$ cat config.mk
export PLATFORM = sky130hd
export DESIGN_NAME = shmem_client_flat
export DESIGN_NICKNAME = d
export VERILOG_FILES = /design/src/rtl/shmem_client_if.sv /design/src/rtl/shmem_client.sv /design/src/flat_wrapper.sv
export SDC_FILE = /design/constraint.sdc
export NUM_CORES = 1
export LEC_CHECK = 0
export BUFFER_PORTS_ARGS = -buffer_cell sky130_fd_sc_hd__clkbuf_2
export CORE_UTILIZATION = 52
export CTS_BUF_LIST = sky130_fd_sc_hd__clkbuf_8
export DETAILED_ROUTE_END_ITERATION = 10
export GPL_TIMING_DRIVEN = 0
export PLACE_DENSITY = 0.82
export SLEW_MARGIN = 20
export SYNTH_ARGS = -nofsm -noshare
export SYNTH_HDL_FRONTEND = slang
export SYNTH_SLANG_ARGS = --single-unit
$ cat constraint.sdc
create_clock -name clk -period 3.8 [get_ports clk]
set_input_delay 0 -clock clk [delete_from_list [all_inputs] [get_ports clk]]
set_output_delay 0 -clock clk [all_outputs]
set_load 0.02 [all_outputs]
$ cat src/rtl/shmem_client_if.sv
// Command/response and arbiter-port bundle for shmem_client.
// master = local master plus arbiter side, slave = the client adapter.
interface shmem_client_if #(
  parameter int ADDR_WIDTH = 12,
  parameter int DATA_WIDTH = 32
);
  logic                  cmd_valid;
  logic                  cmd_ready;
  logic                  cmd_wren;
  logic [ADDR_WIDTH-1:0] cmd_addr;
  logic [DATA_WIDTH-1:0] cmd_data;
  logic                  rsp_valid;
  logic [DATA_WIDTH-1:0] rsp_data;
  logic                  busy;
  logic                  shmem_request;
  logic                  shmem_wren;
  logic [ADDR_WIDTH-1:0] shmem_addr;
  logic [DATA_WIDTH-1:0] shmem_datain;
  logic [DATA_WIDTH-1:0] shmem_dataout;
  logic                  shmem_done;

  modport master (
    output cmd_valid, cmd_wren, cmd_addr, cmd_data,
    output shmem_dataout, shmem_done,
    input  cmd_ready, rsp_valid, rsp_data, busy,
    input  shmem_request, shmem_wren,
    input  shmem_addr, shmem_datain
  );

  modport slave (
    input  cmd_valid, cmd_wren, cmd_addr, cmd_data,
    input  shmem_dataout, shmem_done,
    output cmd_ready, rsp_valid, rsp_data, busy,
    output shmem_request, shmem_wren,
    output shmem_addr, shmem_datain
  );
endinterface

$ cat src/rtl/shmem_client.sv
// Initiator adapter for one shared-memory arbiter port:
// command FIFO, one-at-a-time request FSM, fixed-latency read return.
module shmem_client #(
  parameter int ADDR_WIDTH      = 12,
  parameter int DATA_WIDTH      = 32,
  parameter int FIFO_DEPTH      = 4,
  parameter int LOG2_FIFO_DEPTH = 2,
  parameter int READ_LATENCY    = 1
) (
  input  logic           clk,
  input  logic           srst,
  shmem_client_if.slave  bus
);

  typedef struct packed {
    logic                  wren;
    logic [ADDR_WIDTH-1:0] addr;
    logic [DATA_WIDTH-1:0] data;
  } cmd_t;

  typedef enum logic {
    IDLE,
    REQ
  } state_t;

  localparam logic [LOG2_FIFO_DEPTH:0] FULL_CNT =
    (LOG2_FIFO_DEPTH+1)'(FIFO_DEPTH);

  cmd_t                     mem [FIFO_DEPTH];
  logic [LOG2_FIFO_DEPTH-1:0] wr_ptr;
  logic [LOG2_FIFO_DEPTH-1:0] rd_ptr;
  logic [LOG2_FIFO_DEPTH:0]   count;
  logic                     full;
  logic                     empty;
  logic                     push;
  logic                     pop;
  logic                     drop;
  cmd_t                     head;

  state_t                   state;
  state_t                   state_n;
  logic                     req_q;
  logic                     wren_q;
  logic [ADDR_WIDTH-1:0]    addr_q;
  logic [DATA_WIDTH-1:0]    data_q;

  logic                     read_ret;
  logic                     cap;
  logic                     pend;
  logic                     rsp_valid_q;
  logic [DATA_WIDTH-1:0]    rsp_data_q;

  assign full  = (count == FULL_CNT);
  assign empty = (count == '0);
  assign push  = bus.cmd_valid && !full;
  assign head  = mem[rd_ptr];

  always_ff @(posedge clk) begin
    if (push) begin
      mem[wr_ptr] <= '{bus.cmd_wren, bus.cmd_addr, bus.cmd_data};
    end
  end

  always_ff @(posedge clk) begin
    if (srst) begin
      wr_ptr <= '0;
      rd_ptr <= '0;
      count  <= '0;
    end else begin
      if (push) wr_ptr <= wr_ptr + 1'b1;
      if (pop)  rd_ptr <= rd_ptr + 1'b1;
      unique case ({push, pop})
        2'b10:   count <= count + 1'b1;
        2'b01:   count <= count - 1'b1;
        default: count <= count;
      endcase
    end
  end

  always_comb begin
    state_n = state;
    pop     = 1'b0;
    drop    = 1'b0;
    unique case (state)
      IDLE: begin
        if (!empty) begin
          pop     = 1'b1;
          state_n = REQ;
        end
      end
      REQ: begin
        if (bus.shmem_done) begin
          if (!empty) begin
            pop = 1'b1;
          end else begin
            drop    = 1'b1;
            state_n = IDLE;
          end
        end
      end
    endcase
  end

  always_ff @(posedge clk) begin
    if (srst) begin
      state  <= IDLE;
      req_q  <= 1'b0;
      wren_q <= 1'b0;
    end else begin
      state <= state_n;
      if (pop) begin
        req_q  <= 1'b1;
        wren_q <= head.wren;
      end else if (drop) begin
        req_q  <= 1'b0;
        wren_q <= 1'b0;
      end
    end
  end

  always_ff @(posedge clk) begin
    if (pop) begin
      addr_q <= head.addr;
      data_q <= head.data;
    end
  end

  // A read retires on the done cycle; its data lands READ_LATENCY later.
  assign read_ret = (state == REQ) && bus.shmem_done && !wren_q;

  generate
    if (READ_LATENCY == 0) begin : g_lat0
      assign cap  = read_ret;
      assign pend = 1'b0;
    end else begin : g_latn
      logic [READ_LATENCY-1:0] pipe;
      always_ff @(posedge clk) begin
        if (srst) pipe <= '0;
        else      pipe <= (pipe << 1) | READ_LATENCY'(read_ret);
      end
      assign cap  = pipe[READ_LATENCY-1];
      assign pend = |pipe;
    end
  endgenerate

  always_ff @(posedge clk) begin
    if (srst) rsp_valid_q <= 1'b0;
    else      rsp_valid_q <= cap;
  end

  always_ff @(posedge clk) begin
    if (cap) rsp_data_q <= bus.shmem_dataout;
  end

  assign bus.cmd_ready     = !full;
  assign bus.rsp_valid     = rsp_valid_q;
  assign bus.rsp_data      = rsp_data_q;
  assign bus.busy          = !empty || req_q || pend;
  assign bus.shmem_request = req_q;
  assign bus.shmem_wren    = wren_q;
  assign bus.shmem_addr    = addr_q;
  assign bus.shmem_datain  = data_q;

endmodule

$ cat src/flat_wrapper.sv
// flat-port wrapper written by rule: the top's interface ports become plain ports
module shmem_client_flat 
#(
  parameter int ADDR_WIDTH      = 12,
  parameter int DATA_WIDTH      = 32,
  parameter int FIFO_DEPTH      = 4,
  parameter int LOG2_FIFO_DEPTH = 2,
  parameter int READ_LATENCY    = 1
)
  (clk, srst, bus_cmd_valid, bus_cmd_wren, bus_cmd_addr, bus_cmd_data, bus_shmem_dataout, bus_shmem_done, bus_cmd_ready, bus_rsp_valid, bus_rsp_data, bus_busy, bus_shmem_request, bus_shmem_wren, bus_shmem_addr, bus_shmem_datain);
  shmem_client_if #(.ADDR_WIDTH(ADDR_WIDTH), .DATA_WIDTH(DATA_WIDTH)) bus_i ();
  input  logic clk;
  input  logic srst;
  input wire logic [$bits(bus_i.cmd_valid)-1:0] bus_cmd_valid;
  input wire logic [$bits(bus_i.cmd_wren)-1:0] bus_cmd_wren;
  input wire logic [$bits(bus_i.cmd_addr)-1:0] bus_cmd_addr;
  input wire logic [$bits(bus_i.cmd_data)-1:0] bus_cmd_data;
  input wire logic [$bits(bus_i.shmem_dataout)-1:0] bus_shmem_dataout;
  input wire logic [$bits(bus_i.shmem_done)-1:0] bus_shmem_done;
  output wire logic [$bits(bus_i.cmd_ready)-1:0] bus_cmd_ready;
  output wire logic [$bits(bus_i.rsp_valid)-1:0] bus_rsp_valid;
  output wire logic [$bits(bus_i.rsp_data)-1:0] bus_rsp_data;
  output wire logic [$bits(bus_i.busy)-1:0] bus_busy;
  output wire logic [$bits(bus_i.shmem_request)-1:0] bus_shmem_request;
  output wire logic [$bits(bus_i.shmem_wren)-1:0] bus_shmem_wren;
  output wire logic [$bits(bus_i.shmem_addr)-1:0] bus_shmem_addr;
  output wire logic [$bits(bus_i.shmem_datain)-1:0] bus_shmem_datain;
  assign bus_i.cmd_valid = bus_cmd_valid;
  assign bus_i.cmd_wren = bus_cmd_wren;
  assign bus_i.cmd_addr = bus_cmd_addr;
  assign bus_i.cmd_data = bus_cmd_data;
  assign bus_i.shmem_dataout = bus_shmem_dataout;
  assign bus_i.shmem_done = bus_shmem_done;
  assign bus_cmd_ready = bus_i.cmd_ready;
  assign bus_rsp_valid = bus_i.rsp_valid;
  assign bus_rsp_data = bus_i.rsp_data;
  assign bus_busy = bus_i.busy;
  assign bus_shmem_request = bus_i.shmem_request;
  assign bus_shmem_wren = bus_i.shmem_wren;
  assign bus_shmem_addr = bus_i.shmem_addr;
  assign bus_shmem_datain = bus_i.shmem_datain;
  shmem_client #(.ADDR_WIDTH(ADDR_WIDTH), .DATA_WIDTH(DATA_WIDTH), .FIFO_DEPTH(FIFO_DEPTH), .LOG2_FIFO_DEPTH(LOG2_FIFO_DEPTH), .READ_LATENCY(READ_LATENCY)) u_core (.clk(clk), .srst(srst), .bus(bus_i));
endmodule
==> impl_metrics.yaml, run 1 <==
power:
  power.share.switching: 0.294
  seq_power_share: 0.501
  power_mw: 8.18
  clock_power_share: 0.261
  p_leak_nw: 4.40
  powerDensity_nw_per_um2: 673
  switchingPower_mw: 2.41
  vdd_drop_max_mv: 0.477
  power_frac_comb: 0.238
  p_int_mw: 5.77
route:
  routedWlPerCell_um: 19.5
  antenna_left: 0
  dr_total_vias: 4865
  drtIter0Drc: 260
  wl_mm: 18.1
  viasPerCell: 5.24
  first_pass_iters: 5
  route.detailed.drc: 0
cts:
  cts.path.max_buffers: 3
  cts_resized: 0
  cts.sinks: 270
  insertion_delay_ns: 0.53
  clkSlewWorstSetupHoldPaths_ns: 0.07
  cts_buffers: 42
  cts_tree: "done"
  htreeDepth: 2
  cts_root_buffer: "clkbuf_8"
die:
  die_w_um: 137
  io_pins: 162
  coreArea_um2: 17500
  die_area_um2: 18700
  fp-row-count: 48
  dieHeight_um: 137
  initial_core_util: 0.539
status:
  status: "finished, final reports clean"
worst_setup_path:
  crit_type: "register to register"
  cp.arrival_ns: 2.92
  critPathTopFamily: "simple AND/OR/NAND/NOR gates"
  path_buf_inv: 1
  end_kind: "register"
  startpoint_type: "register"
  cp.required_ns: 4.25
  path_max_fanout: 10
  cp_slowest_cell: "fa_1"
  critical-path-max-stage-delay_ns: 0.43
  path_cells: "nor3_1, nor2_4, ha_1, inv_1, fa_1, xor2_1, or3_1, a21oi_1"
sta:
  max_freq_ghz: 0.405
  final_hold_viol_count: 0
  slew_violations: 0
  grt_setup_unrepaired: "no"
  tightest_slew_ns: 0.810
  skew_ns: 0.0220
  finalCritPeriodShare: 0.650
  min_period_ns: 2.47
  setup_viol: 0
  hold_slack_ns: 0.183
  fin_tns_setup_ns: 0
  max-slew-margin-rel: 0.460
placement:
  gp_congestion: 0.715
  dpl.cell_count: 773
  placed_cell_area_um2: 10600
  portBuffers: 161
  hpwl_mm: 10.3
global_routing:
  grt_max_degree: 46
  grt_use_total: 0.199
  antenna_found_initial: 0
  grt.overflow.total: 0
  grt_pass1_vias: 5208
  grt_pass1_wl_mm: 27.2
synth:
  ys_warn_count: 0
  synthTopCellsByArea: "edfxtp_1 (82%), mux4_2 (11%), dfxtp_1 (3.0%)"
  syn_area_per_cell_um2: 24.5
  synth_top_area_frac: 0.815
  synth_cell_types: 30
  syn_nets: 472
  synth-seq-cells: 270
  yosysSeqAreaShare: 0.845
  synth_area_leader_cell: "edfxtp_1"
  netlist_area_um2: 9430
  synth_edf_count: 256
  synthFlopType: "edfxtp_1"
  synthesis.instances: 385
  async_flop_share: 0
layout:
  n_antenna_cell: 0
  drive_gt1_frac: 0.393
  final_area_um2: 12200
  fin_nets: 760
  syn2layout_area_growth_pct: 28.9
  instances_no_fill: 929
hold_path:
  hold_class: "input port to register"
run:
  maxCapViolCount: 0
[Yosys cell counts, types with 2 or more instances]
library cell,number
nor2b_1,2
nor2_1,7
mux4_2,45
buf_4,5
a21oi_1,6
nand2_1,3
or3_1,4
o21ai_0,2
buf_2,4
nand3_1,3
dfxtp_1,14
inv_1,7
and3_1,4
edfxtp_1,256
xor2_1,2
ha_1,5
a21o_1,2
nor3_1,2
[state kept, by name, summed over array words and instances, names as in the netlist, 2 cells and up, named ones only]
name and count:
u_core.bus.rsp_data 32, u_core.wr_ptr 2, u_core.rd_ptr 2, u_core.bus.shmem_addr 12
u_core.count 3, u_core.mem 180, u_core.bus.shmem_datain 32
[worst register-to-register path: cells and delay by family, from the launching register on]
kind                       cells  cell delay, ns
xor gates and xnor gates       1            0.16
adders and majority gates      2            0.71
AOI/OAI and AO/OA              1            0.15
DFF                            1            0.40
and+or+nand+nor                3            0.91
buffers and inverters          1            0.07
[metrics by stage]
stage	util	setup WS, ns
final	0.695	1.33
after global routing	0.695	1.10
after CTS	0.695	1.32
after detailed placement	0.606	1.34
after global placement	0.602	-0.352
after floorplan	-	0.640
[layer usage]
layer / track usage / up-vias / wire (um)
met5: 0 / - / 0
met1: 0.238 / 2487 / 6980
met3: 0.0307 / 30 / 895
li1: - / 2188 / -
met2: 0.361 / 160 / 9870
met4: 0.0778 / 0 / 346
[area by class of cell]
cell class / count / area [um2]
Sequential cell: 270 / 7970
Fill cell: 1054 / 5330
Timing Repair Buffer: 244 / 1670
Multi-Input combinational cell: 96 / 1390
Clock buffer: 44 / 606
Tap cell: 225 / 282
Clock inverter: 31 / 135
Buffer: 12 / 76.3
Inverter: 7 / 26.3
[cells in the final DEF (no fill, tap or decap), types with 2 or more instances in the layout]
master,count
clkbuf_8,44
edfxtp_1,256
clkbuf_2,161
clkinv_1,9
a21oi_1,6
buf_2,4
ha_1,5
o21ai_0,2
dlygate4sd3_1,81
nor3_1,2
nand3_1,3
buf_4,5
xor2_1,2
a21o_1,2
nand2_1,3
nor2b_1,2
nor2_1,6
buf_16,2
inv_1,21
or3_1,4
and3_4,4
dfxtp_1,13
mux4_2,45
clkinv_2,6
[kinds of logic (layout without fill, tap and decap cells)]
logic type	Yosys count	after routing	synth area share
multiplexers	46	46	0.109
AO/OA/AOI/OAI	15	15	0.00982
adder cells (fa/ha/maj)	6	6	0.00876
XOR/XNOR	2	2	0.00186
buffers and inverters	19	338	0.0109
flip-flops	270	270	0.845
AND/OR/NAND/NOR	27	27	0.0150
[power by group through the flow]
stage	Clock [mW]	Sequential (mW)	Combinational (mW)
after global routing	2.30	4.15	2.09
final	2.13	4.10	1.95
after detailed placement	0	4.15	1.90
after CTS	2.17	4.10	1.97
after global placement	0	4.16	1.74
after floorplan	0	4.49	0.816
[worst paths after layout]
| check | start | to | slack, ns | depth (start not counted) |
|---|---|---|---|---|
| max reg2reg | u_core.count[0] | u_core.count[2] | 1.33 | 8 |
| min | bus_shmem_dataout[25] | u_core.bus.rsp_data[25] | 0.18 | 2 |
| max | u_core.count[0] | u_core.count[2] | 1.33 | 8 |
| min reg2reg | u_core.rd_ptr[1] | register | 0.49 | 2 |
[what timing repair did]
action,in CTS,in global routing
setup buffers,0,0
endpoints found under the hold margin,219,0
hold buffers,81,0
No activity file was read; power rests on OpenSTA's default activity.
==> run 2: changes to the inputs <==
- ABC_AREA: unset -> 1
- clock period: 3.8 -> 2 ns (I/O delays scaled with it)
==> impl_metrics.yaml, run 2 <==
sta:
  max-slew-margin-rel: 0.484
  setup_viol: 0
  tightest_slew_ns: 0.773
  hold_slack_ns: 0.202
  skew_ns: 0.0139
  finalCritPeriodShare: 0.926
  grt_setup_unrepaired: "no"
  max_freq_ghz: 0.540
  min_period_ns: 1.85
  final_hold_viol_count: 0
  fin_tns_setup_ns: 0
  slew_violations: 0
layout:
  multiInputGateArea_um2: 1440
  nFillCells: 1149
  syn2layout_area_growth_pct: 30.4
  drive_gt1_frac: 0.285
  n_antenna_cell: 0
  top_register: "u_core.mem"
  fin_nets: 987
  register_area_um2: 7970
  layout_common_cells: "edfxtp_1 (256), clkbuf_2 (165), nor2_1 (100)"
  layout_commonest_cell: "edfxtp_1"
  largest_register_ffs: 180
  fin_util: 0.694
  instances_no_fill: 1156
synth:
  ys_warn_count: 0
  synthFlopType: "edfxtp_1"
  synth_cell_types: 21
  yosysSeqAreaShare: 0.830
  netlist_area_um2: 9600
  syn_area_per_cell_um2: 15.9
  syn_nets: 692
  synthTopCellsByArea: "edfxtp_1 (80%), nor2_1 (4.1%), o21ai_0 (3.0%)"
  synth_top_area_frac: 0.801
  synthesis.instances: 605
  synthTopCellsByCount: "edfxtp_1 (256), nor2_1 (104), o21ai_0 (58), o22ai_1 (44), o21ai_1 (35)"
  synth_area_leader_cell: "edfxtp_1"
  synth-seq-cells: 270
  async_flop_share: 0
  synth_edf_count: 256
  yosysMostFrequentCell: "edfxtp_1"
cts:
  cts.sinks: 270
  clkSlewWorstSetupHoldPaths_ns: 0.06
  cts_root_buffer: "clkbuf_8"
  htreeDepth: 2
  cts_tree: "done"
  cts.path.max_buffers: 3
  cts_buffers: 41
  insertion_delay_ns: 0.52
global_routing:
  grt.overflow.total: 0
  grt_use_total: 0.226
  grt_pass1_vias: 6013
  grt_pass1_wl_mm: 31.4
  grt_max_degree: 34
  antenna_found_initial: 0
placement:
  gp_congestion: 0.742
  portBuffers: 161
  dpl.cell_count: 1005
  hpwl_mm: 12.9
route:
  first_pass_iters: 5
  wl_mm: 21.4
  dr_total_vias: 6141
  routedWlPerCell_um: 18.5
  drtIter0Drc: 506
  route.detailed.drc: 0
  viasPerCell: 5.31
  antenna_left: 0
hold_path:
  hold_class: "input port to register"
  worstHoldEndpoint: "u_core.bus.rsp_data[1]"
  hold_path.startpoint: "bus_shmem_dataout[1]"
  whs_path_depth: 2
die:
  io_pins: 162
  die_area_um2: 19000
  fp-row-count: 49
  initial_core_util: 0.532
  coreArea_um2: 18000
  die_w_um: 138
  dieHeight_um: 138
power:
  p_leak_nw: 4.70
  vdd_drop_max_mv: 0.900
  powerDensity_nw_per_um2: 1330
run:
  maxCapViolCount: 0
worst_setup_path:
  r2r_slack_ns: 0.15
  critPathLaunch: "u_core.count[1]"
  path_cells: "nor2_4, a21oi_4, ha_4, inv_2, fa_2, nand2_1, nand3_1, nor2_1, nor2_1"
  crit_top_cell: "nor2_1"
  path_max_fanout: 9
  end_kind: "register"
  critPathTopFamily: "adder cells"
  cp.arrival_ns: 2.25
  worst-r2r-cell-count: 9
  r2r_start: "u_core.count[1]"
  cp.depth: 9
  crit_type: "register to register"
  cp_slowest_cell: "a21oi_4"
  cp.required_ns: 2.40
  path_buf_inv: 1
  startpoint_type: "register"
  r2r_end: "u_core.count[2]"
  critical-path-max-stage-delay_ns: 0.40
status:
  status: "finished, final reports clean"
-- run 2: cell types whose count changed in the layout (fill, tap and decap cells not counted), moves of 4 or more --
cell | before | now
o21ai_1 | 0 | 35
buf_16 | 2 | 6
nand2_1 | 3 | 21
mux4_2 | 45 | 0
o22ai_1 | 0 | 44
and3_4 | 4 | 0
buf_2 | 4 | 18
or3_1 | 4 | 0
inv_1 | 21 | 30
nor2_4 | 1 | 5
buf_12 | 0 | 4
o21ai_0 | 2 | 58
clkbuf_2 | 161 | 165
nor2_1 | 6 | 100
-- run 2: report_power, final --
group / leakage [nW] / switching (mW) / internal, mW / total (mW)
registers: 2.48 / 0.332 / 7.51 / 7.84
clock network: 0.398 / 1.94 / 1.98 / 3.92
logic: 1.82 / 3.27 / 1.65 / 4.92
total: 4.70 / 5.55 / 11.1 / 16.7
-- run 2: worst max-delay path by stage --
stage	endpoint
floorplan	u_core.mem[0][0]
global placement	u_core.mem[3][19]
detailed placement	u_core.count[2]
CTS	u_core.count[2]
global route	u_core.count[2]
finish	u_core.count[2]
-- run 2: cell families after synthesis --
kind of cell,Yosys count,share of synthesized area
DFF,270,0.830
buffers and inverters,51,0.0263
AOI/OAI and AO/OA,144,0.0808
and+or+nand+nor,134,0.0540
adders and majority gates,6,0.00861
-- run 2: cell type report --
type,count,area share
clock buffers,43,0.0473
plain buffers,28,0.0130
well taps,229,0.0229
flip-flops and latches,270,0.637
multi-input cells,284,0.115
clock inverters,27,0.00870
repair buffers,252,0.149
inverters,23,0.00720
-- run 2: metal layers --
layer | global-route usage | up-vias | routed length, um
met3 | 0.0464 | 29 | 1790
met4 | 0.0761 | 0 | 367
met2 | 0.389 | 307 | 11200
li1 | - | 2847 | -
met1 | 0.284 | 2958 | 8050
met5 | 0 | - | 0
-- run 2: stage by stage --
stage | setup slack [ns] | total power [mW] | instance area, um2
2_1_floorplan | -0.307 | 10.8 | 9640
3_3_place_gp | -1.18 | 12.2 | 10700
3_5_place_dp | 0.154 | 12.7 | 11000
4_1_cts | 0.144 | 16.7 | 12500
5_1_grt | 0.00376 | 17.5 | 12500
6_report | 0.148 | 16.7 | 12500
-- run 2: what timing repair did --
action	4_1_cts	5_1_grt
hold endpoints to repair	226	0
resized for setup	0	1
setup endpoints to repair	0	1
hold buffers	81	0
setup buffers	0	0
==> run 3: changes to the inputs <==
- PLACE_DENSITY: 0.82 -> unset
- PLACE_DENSITY_LB_ADDON: unset -> 0.15
==> impl_metrics.yaml, run 3 (synthesis results as in run 2) <==
placement:
  hpwl_mm: 12.8
  portBuffers: 161
  dp_slack_ns: -0.0624
  gp_congestion: 0.737
die:
  dieHeight_um: 138
  fp-row-count: 49
  die_area_um2: 19000
  initial_core_util: 0.532
  coreArea_um2: 18000
  die_w_um: 138
  io_pins: 162
layout:
  syn2layout_area_growth_pct: 31.5
  largest_register_ffs: 180
  fin_util: 0.700
  layout_common_cells: "edfxtp_1 (256), clkbuf_2 (165), nor2_1 (100)"
  nFillCells: 1214
  top_register: "u_core.mem"
  drive_gt1_frac: 0.291
  fin_nets: 990
  n_antenna_cell: 0
  layout_commonest_cell: "edfxtp_1"
route:
  viasPerCell: 5.26
  routedWlPerCell_um: 18.5
  wl_mm: 21.5
  drtIter0Drc: 468
  dr_total_vias: 6109
  route.detailed.drc: 0
  first_pass_iters: 5
  antenna_left: 0
sta:
  max_freq_ghz: 0.549
  setup_slack_ns: 0.177
  tightest_slew_ns: 0.845
  finalCritPeriodShare: 0.911
  hold_slack_ns: 0.195
  slew_violations: 0
  final_hold_viol_count: 0
  fin_tns_setup_ns: 0
  grt_setup_unrepaired: "no"
  skew_ns: 0.0144
  setup_viol: 0
  min_period_ns: 1.82
  max-slew-margin-rel: 0.436
cts:
  cts_root_buffer: "clkbuf_8"
  htreeDepth: 2
  cts_tree: "done"
  clkSlewWorstSetupHoldPaths_ns: 0.06
  insertion_delay_ns: 0.52
  cts.sinks: 270
  cts_buffers: 41
  cts.path.max_buffers: 3
hold_path:
  hold_path.startpoint: "bus_shmem_dataout[13]"
  hold_class: "input port to register"
global_routing:
  grt_pass1_vias: 6276
  grt.overflow.total: 0
  grt_max_degree: 34
  grt_use_total: 0.230
  grt_pass1_wl_mm: 32.1
  antenna_found_initial: 0
power:
  powerDensity_nw_per_um2: 1350
  p_leak_nw: 4.75
  vdd_drop_max_mv: 0.759
worst_setup_path:
  critPathLaunch: "u_core.cap"
  cp.arrival_ns: 1.82
  critical-path-max-stage-delay_ns: 0.88
  path_max_fanout: 33
  cp.required_ns: 2.00
  path_cells: "inv_1, nand2_1, clkbuf_2"
  r2r_start: "u_core.count[0]"
  startpoint_type: "register"
  cp_slowest_cell: "dfxtp_2"
  crit_type: "register to output port"
  end_kind: "output port"
status:
  status: "finished, final reports clean"
run:
  maxCapViolCount: 0
-- run 3: cell types whose count changed in the layout (fill, tap and decap cells not counted), sizes merged --
cell	delta
inv	-1
bufinv	+1
buf	+3
clkbuf	+2
-- run 3: metrics by stage --
step | power, mW | area, um2 | std cells
detailed placement | 12.8 | 11000 | 1005
floorplan | 10.8 | 9640 | 605
global route | 17.9 | 12600 | 1161
finish | 17.0 | 12600 | 1161
global placement | 12.4 | 10700 | 995
CTS | 17.1 | 12600 | 1161
-- run 3: timing repair --
item | 4_1_cts | 5_1_grt
pin swaps | 3 | 0
endpoints found under the hold margin | 226 | 0
endpoints found under the setup margin | 36 | 1
cloned | 0 | 0
setup buffers | 3 | 0
resized for setup | 0 | 1
hold buffers | 81 | 0
-- run 3: critical path, delay by kind of cell (launching register included) --
family	cells	cell delay, ns
flops	1	0.88
simple gates	1	0.10
buf+inv	2	0.31
-- run 3: final cells by class --
type,instances,area (um2),area share
Buffer,28,163,0.0129
Clock buffer,45,619,0.0491
Clock inverter,27,136,0.0108
Inverter,23,90.1,0.00714
Multi-Input combinational cell,284,1440,0.114
Sequential cell,270,7970,0.632
Tap cell,229,287,0.0227
Timing Repair Buffer,255,1910,0.151
-- run 3: metal layers --
layer	wire [um]	GRT usage	vias to the layer above
li1	-	-	2866
met1	8430	0.283	3019
met2	11500	0.403	191
met3	1190	0.0450	33
met4	397	0.0845	0
met5	0	0	-
-- run 3: power by group --
group,switching (mW),total (mW),leakage (nW),internal (mW)
sequential,0.329,7.83,2.48,7.51
combinational,3.33,5.01,1.85,1.68
clock,1.99,4.18,0.424,2.19
total,5.66,17.0,4.75,11.4
-- run 3: path summary, 6_finish.rpt --
check / cells after the start / endpoint / slack (ns)
max: 3 / bus_busy / 0.18
min: 2 / u_core.bus.rsp_data[13] / 0.19
max reg2reg: 5 / u_core.mem[1][15] / 0.20
min reg2reg: 1 / u_core.cap / 0.47
